--- src/rtl/rv32i_types.sv ---
// Shared RV32I core types: opcodes, decoded instruction, result broadcast,
// load/store queue entry and reorder buffer entry.
package rv32i_types;

  localparam int TAG_W = 4;

  typedef enum logic [6:0] {
    op_lui   = 7'b0110111,
    op_auipc = 7'b0010111,
    op_jal   = 7'b1101111,
    op_jalr  = 7'b1100111,
    op_br    = 7'b1100011,
    op_load  = 7'b0000011,
    op_store = 7'b0100011,
    op_imm   = 7'b0010011,
    op_reg   = 7'b0110011,
    op_csr   = 7'b1110011
  } rv32i_opcode;

  typedef struct packed {
    rv32i_opcode opcode;
    logic [4:0]  rd;
    logic [4:0]  rs1;
    logic [4:0]  rs2;
    logic [2:0]  funct3;
    logic [31:0] imm;
  } pci_t;

  // Tag/ready/data triple used both for CDB broadcasts and ROB snooping.
  typedef struct packed {
    logic [TAG_W-1:0] tag;
    logic             rdy;
    logic [31:0]      data;
  } sal_t;

  typedef struct packed {
    logic             valid;
    logic             is_store;
    logic [TAG_W-1:0] rob_tag;
    sal_t             addr;
    sal_t             wdata;
  } lsq_t;

  typedef struct packed {
    logic        valid;
    logic        rdy;
    rv32i_opcode opcode;
    logic [4:0]  rd;
    logic [31:0] data;
  } rob_entry_t;

  function automatic logic writes_rd(rv32i_opcode op, logic [4:0] rd);
    return (rd != 5'd0) && (op != op_store) && (op != op_br);
  endfunction

endpackage

--- src/rtl/reorder_buffer.sv ---
// Circular reorder buffer: allocates tags at dispatch, captures CDB results,
// exposes per-entry state on rob_bus and retires in program order.
module reorder_buffer
  import rv32i_types::*;
#(
  parameter int size    = 8,
  parameter int num_cdb = 4
) (
  input  logic             clk,
  input  logic             rst,
  input  logic             flush,
  input  logic             issue_valid,
  input  pci_t             instruction,
  output logic [TAG_W-1:0] rob_tag,
  output logic             rob_stall,
  input  sal_t             cdb [num_cdb],
  output sal_t             rob_bus [size],
  output logic             commit_valid,
  output logic             commit_we,
  output logic [4:0]       commit_rd,
  output logic [31:0]      commit_data,
  output logic [TAG_W-1:0] commit_tag
);

  localparam int PTR_W = $clog2(size);
  localparam int CNT_W = $clog2(size + 1);

  rob_entry_t       entry_q [size];
  rob_entry_t       entry_d [size];
  logic [PTR_W-1:0] head_q, head_d;
  logic [PTR_W-1:0] tail_q, tail_d;
  logic [CNT_W-1:0] count_q, count_d;

  logic             full;
  logic             issue_fire;
  rob_entry_t       head_e;
  logic             cap_hit  [size];
  logic [31:0]      cap_data [size];
  logic             unused_inst;

  assign unused_inst = ^{instruction.rs1, instruction.rs2, instruction.funct3, instruction.imm};

  assign full       = (count_q == CNT_W'(size));
  assign issue_fire = issue_valid && !full && !flush;
  assign rob_stall  = full;
  assign rob_tag    = TAG_W'(tail_q);

  assign head_e       = entry_q[head_q];
  assign commit_valid = head_e.valid && head_e.rdy && !flush;
  assign commit_we    = commit_valid && writes_rd(head_e.opcode, head_e.rd);
  assign commit_rd    = head_e.rd;
  assign commit_data  = head_e.data;
  assign commit_tag   = TAG_W'(head_q);

  // Per-entry priority match across broadcasts; the lowest cdb index wins.
  always_comb begin
    for (int i = 0; i < size; i++) begin
      cap_hit[i]  = 1'b0;
      cap_data[i] = 32'd0;
      for (int k = 0; k < num_cdb; k++) begin
        if (!cap_hit[i] && cdb[k].rdy && (cdb[k].tag == TAG_W'(i))) begin
          cap_hit[i]  = 1'b1;
          cap_data[i] = cdb[k].data;
        end
      end
    end
  end

  always_comb begin
    for (int i = 0; i < size; i++) begin
      entry_d[i] = entry_q[i];
      if (cap_hit[i] && entry_q[i].valid && !entry_q[i].rdy) begin
        entry_d[i].rdy  = 1'b1;
        entry_d[i].data = cap_data[i];
      end
    end
    head_d  = head_q;
    tail_d  = tail_q;
    count_d = count_q + CNT_W'(issue_fire) - CNT_W'(commit_valid);

    if (commit_valid) begin
      entry_d[head_q].valid = 1'b0;
      head_d = (head_q == PTR_W'(size - 1)) ? '0 : head_q + 1'b1;
    end

    if (issue_fire) begin
      entry_d[tail_q] = '{valid: 1'b1, rdy: 1'b0, opcode: instruction.opcode,
                          rd: instruction.rd, data: 32'd0};
      tail_d = (tail_q == PTR_W'(size - 1)) ? '0 : tail_q + 1'b1;
    end

    // Mispredict recovery wipes everything, whatever else happened this cycle.
    if (flush) begin
      for (int i = 0; i < size; i++) begin
        entry_d[i] = '0;
      end
      head_d  = '0;
      tail_d  = '0;
      count_d = '0;
    end
  end

  always_ff @(posedge clk) begin
    if (rst) begin
      for (int i = 0; i < size; i++) begin
        entry_q[i] <= '0;
      end
      head_q  <= '0;
      tail_q  <= '0;
      count_q <= '0;
    end else begin
      for (int i = 0; i < size; i++) begin
        entry_q[i] <= entry_d[i];
      end
      head_q  <= head_d;
      tail_q  <= tail_d;
      count_q <= count_d;
    end
  end

  always_comb begin
    for (int i = 0; i < size; i++) begin
      rob_bus[i].tag  = TAG_W'(i);
      rob_bus[i].rdy  = entry_q[i].valid && entry_q[i].rdy;
      rob_bus[i].data = entry_q[i].valid ? entry_q[i].data : 32'd0;
    end
  end

endmodule

--- config.mk ---
export PLATFORM = sky130hd
export DESIGN_NAME = reorder_buffer
export DESIGN_NICKNAME = d
export VERILOG_FILES = /design/src/rtl/rv32i_types.sv /design/src/rtl/reorder_buffer.sv
export SDC_FILE = /design/constraint.sdc
export NUM_CORES = 1
export LEC_CHECK = 0
export ABC_AREA = 1
export BUFFER_PORTS_ARGS = -buffer_cell sky130_fd_sc_hd__buf_4
export CELL_PAD_IN_SITES_DETAIL_PLACEMENT = 1
export CELL_PAD_IN_SITES_GLOBAL_PLACEMENT = 2
export CORE_AREA = 2 2 321 323
export DETAILED_ROUTE_END_ITERATION = 8
export DIE_AREA = 0 0 323 325
export GPL_TIMING_DRIVEN = 0
export PLACE_DENSITY_LB_ADDON = 0.1
export SYNTH_ARGS = -nofsm -noshare
export SYNTH_HDL_FRONTEND = slang
export SYNTH_SLANG_ARGS = --single-unit
--- constraint.sdc ---
create_clock -name clk -period 2.85 [get_ports clk]
set_input_delay 0 -clock clk [delete_from_list [all_inputs] [get_ports clk]]
set_output_delay 0 -clock clk [all_outputs]
set_load 0.01 [all_outputs]
Word level (Yosys, flattened, before mapping)
Memories as Yosys holds them, arrays and structs flattened. A register that Yosys moved wholly into a read port is not among the register bits.
Index checks and enable logic that the tools add are counted.
Widths: inputs -> output; s select.

operators by class
  muxes and demuxes = 112
  reductions and logical operators = 129
  bitwise gates (word level) = 10
  add/sub/neg operators = 4
  equality and inequality tests = 33
  magnitude comparators = 4

operators by type and width
  operator             number
  $mux 32              48
  $mux 368             3
  $bwmux 368           2
  $mux 46              10
  $demux 46 s3         2
  $logic_and 1x1->1    89
  $eq 4x3->1 const B   16
  $mux 1               43
  $logic_not 1->1      34
  $eq 4x2->1 const B   8
  $eq 4x1->1 const B   4
  $logic_not 4->1      4
  $mux 3               4
  $ge 4x4->1 const B   2
  $lt 4x1->1 const B   2
  $not 3->4            2
  $or 1x1->1           8
  $ne 7x6->1 const B   1
  $ne 7x7->1 const B   1
  $add 3x1->3 const B  2
  $eq 3x3->1 const B   2
  $reduce_bool 5->1    1
  $add 4x1->4          1
  $eq 4x4->1 const B   1
  other kinds (2)      2

word-level totals
  memories = 1
  input bits = 209
  flip-flop bits (word level) = 10
  logic and storage cells = 296
  bits in writable memories = 368
  output and inout port bits = 344

memories
  name     words  bits a word  rd ports  clocked after Yosys merged registers in  wr ports  line                  RTL
  entry_q  8      46           9         1                                        8         reorder_buffer.sv:28  rob_entry_t entry_q [size];

Depth between registers and ports, before layout
  depth after elaboration = 24
  mapped depth = 16
  mapped depth without buffers = 14

Worst setup path before layout
OpenSTA, ideal clock, no wires.

  path kind = reg-to-reg
  from = reg (tool-made name)
  to = reg count_q[2]
  data arrival time = 2,395 ps
  buffers on the path = 2
  stages on the path, launching flop included = 16
  period minus slack after synthesis = 2,522 ps
  slack = 328 ps
  data required time = 2,722 ps
  cell sequence = dfxtp_1 -> buf_2 -> inv_1 -> buf_2 -> nand2_1 -> nand3_1 -> nand3_2 -> nand3_1 -> inv_1 -> ha_1 -> inv_1 -> ha_1 -> inv_1 -> fa_1 -> xor2_1 -> nor2_1

RTL lines
  what                  line                   RTL
  to (signal assigned)  reorder_buffer.sv:117  count_q <= count_d;
  to (decl)             reorder_buffer.sv:32   logic [CNT_W-1:0] count_q, count_d;

==> run summary <==
most frequent cells in the layout -> nand2_1, nor2_1, inv_1
GRT Util Overall -> 32.8%
fin area -> 36400 um2
row count -> 117
global placement routability congestion -> 0.953
worst-path fanout max -> 10
Avg Synthesized Cell Area -> 5.36 um2
Final Util -> 35.9%
min cycle time layout -> 2890 ps
H-tree depth -> 2
total I/O pin count -> 553
number of distinct library cells after synthesis -> 35
maxcap violations -> 0
Initial Util -> 27.9%
root buf cell -> clkbuf_16
worst hold margin -> 32.3 ps
Area Overhead vs Synth -> 28.7%
Comb pwr share -> 11.5%
DRT Pass-1 Iters -> 5
LEAKAGE -> 19.3 nW
fmax -> 346 MHz
share of post-route cells with drive strength above 1 -> 13.6%
Clock Tree Buf Depth -> 3
hold depth -> 7
drt total wl -> 178000 um
Peak VDD IR -> 0.476 mV
worst skew pair latency -> 660 ps
setup tns final -> -37.7 ps
Hold/Removal Path Class -> input port to register
critical path startpoint category -> register
Post-Place Cell Area -> 33100 um2
#FFs+latches synth -> 373
first-pass GRT wire length -> 252000 um
final period utilization -> 101%
outcome -> finished, violations left
CTS tree -> done
PwrDens -> 369 nW/um2
Sequential Power Share -> 39.1%
r2r worst-path depth -> 15
Die Area -> 105000 um2
drt initial violations -> 3105
Clk pin slew, worst setup/hold paths -> 60 ps
die height -> 325 um
RSZ-0062 raised after global routing -> true
vias per cell -> 4.98
Seq/Total Area, Yosys -> 26.4%
Clk pwr share -> 49.4%
worst slew pin tran -> 1370 ps
failing checks -> negative setup slack
max-slew violation count -> 0
Req. time, crit path -> 2850 ps
Synth Cell Area -> 28200 um2
Overflow after GRT -> 0
fill cell count -> 13800
DRC -> 0
initial antenna violation count -> 18
Int Power -> 9.47 mW
Layout Nets -> 6101
Synth Instances -> 5275
Worst EP arrival -> 2890 ps
CTS Buf Count -> 49
Final WS setup -> -37.7 ps
Slew HR -> 8.63%
Final ANT Viol Nets -> 0
Final Hold Viols -> 0
Core ar. -> 101000 um2
commonest non-fill, non-tap cell in the layout -> nand2_1
DR WL/cell -> 24.4 um
I/O Buffers -> 407
via count -> 36400
chip width -> 323 um
final setup vio count -> 1
net switching power -> 3.93 mW
vias in the first global route -> 36100
critical path capture point type -> primary output
type of the worst setup path -> register to primary output
post-DP HPWL -> 138000 um
Sw Ratio -> 29.3%
Clock Skews -> 36.9 ps
YS warnings -> 0
clock sink count -> 373
largest net degree at the start of global routing -> 16
[cell type report]
class,count,area [um2],share of cell area (%)
clock inverters,15,221,0.609
multi-input cells,3761,16300,44.9
inverters,733,2760,7.58
well taps,1368,1710,4.71
diodes,7,17.5,0.0482
clock buffers,74,1450,3.99
plain buffers,430,2100,5.78
repair buffers,534,4310,11.9
flip-flops and latches,373,7480,20.6
[what timing repair did]
action,CTS,global route
hold endpoints to repair,315,0
endpoints found under the setup margin,168,79
buffers inserted,7,0
hold buffers,120,0
gates resized for setup,115,33
pin swaps,2,2
[stage by stage]
stage               std cells  setup WS [ps]  power (mW)
detailed placement       7082          -1120        6.73
CTS                      7289           3.27        13.5
finish                   7295          -37.7        13.4
global placement         7082          -1170        6.72
global route             7290         -0.477        13.8
floorplan                5307            328        6.05
[cells in the mapped netlist]
master    number  share of area (%)
a211oi_1       2              0.053
nand2_1     1344                 18
buf_6          3               0.12
nand3_1      224                4.0
nand2_2        1              0.022
o211ai_1       2              0.053
nor2_1      1180                 16
dfxtp_1      373                 26
inv_2         29               0.39
buf_2        109                1.9
a31oi_1       32               0.71
fa_1           1              0.071
o21ai_0      442                7.8
nand3_4        1              0.062
xor2_1         1              0.031
nor2_4         4               0.16
clkbuf_1     239                3.2
clkbuf_2      34               0.60
a21oi_1      159                2.8
mux2i_1        1              0.035
nand4_1      208                4.6
o21ai_1       56               0.99
buf_4         36               0.96
buf_1         19               0.25
nor3b_1        8               0.21
nor3_2         2              0.071
nor2_2        10               0.22
nor3_1        23               0.41
ha_1           9               0.40
nand3_2        6               0.21
o21a_1         1              0.027
inv_1        703                9.3
conb_1         2              0.027
nand3b_1      10               0.27
clkinv_1       1              0.013
[kinds of logic (layout without fill, tap and decap cells)]
group / after synthesis / count (layout) / synth area share (%)
simple gates: 3021 / 3021 / 43.7
other cells: 2 / 41 / 0.0266
mux: 1 / 1 / 0.0354
compound gates: 694 / 694 / 12.5
xor+xnor: 1 / 1 / 0.0310
flops: 373 / 373 / 26.4
buf+inv: 1173 / 1786 / 16.8
fa+ha+maj: 10 / 10 / 0.469
[path summary, 6_finish.rpt]
kind	slack, ps	start	endpoint
min	30	cdb[88]	entry_q[3][14]
max reg2reg	100	register	count_q[2]
min reg2reg	450	entry_q[1][36]	entry_q[1][36]
max	-40	register	commit_data[2]
[power by group through the flow]
stage | logic (mW) | clock network, mW | registers (mW)
3_3_place_gp | 1.37 | 0 | 5.35
3_5_place_dp | 1.37 | 0 | 5.35
2_1_floorplan | 0.698 | 0 | 5.35
4_1_cts | 1.50 | 6.71 | 5.24
5_1_grt | 1.63 | 6.90 | 5.24
6_report | 1.55 | 6.62 | 5.24
[sequential cells by signal (all words and copies together), names as in the netlist, named ones only]
name     count
entry_q    360
count_q      4
tail_q       3
head_q       3
[critical path, stage by stage, from the launching register on]
cell,delay (ps)
dfxtp_1,350
buf_12,160
clkinvlp_4,110
buf_8,180
buf_6,180
clkbuf_4,210
o21ai_0,370
nand2_1,190
nor2_1,140
a31oi_1,70
buf_4,200
[metal layers]
metal  GRT usage (%)  share of wire (%)  vias up
li1                -                  -    17400
met1            43.6                 44    17300
met2            52.9                 45     1357
met3            5.89                7.0      280
met4            11.4                3.5       20
met5               0              0.061        -
No activity file was read; power rests on OpenSTA's default activity.
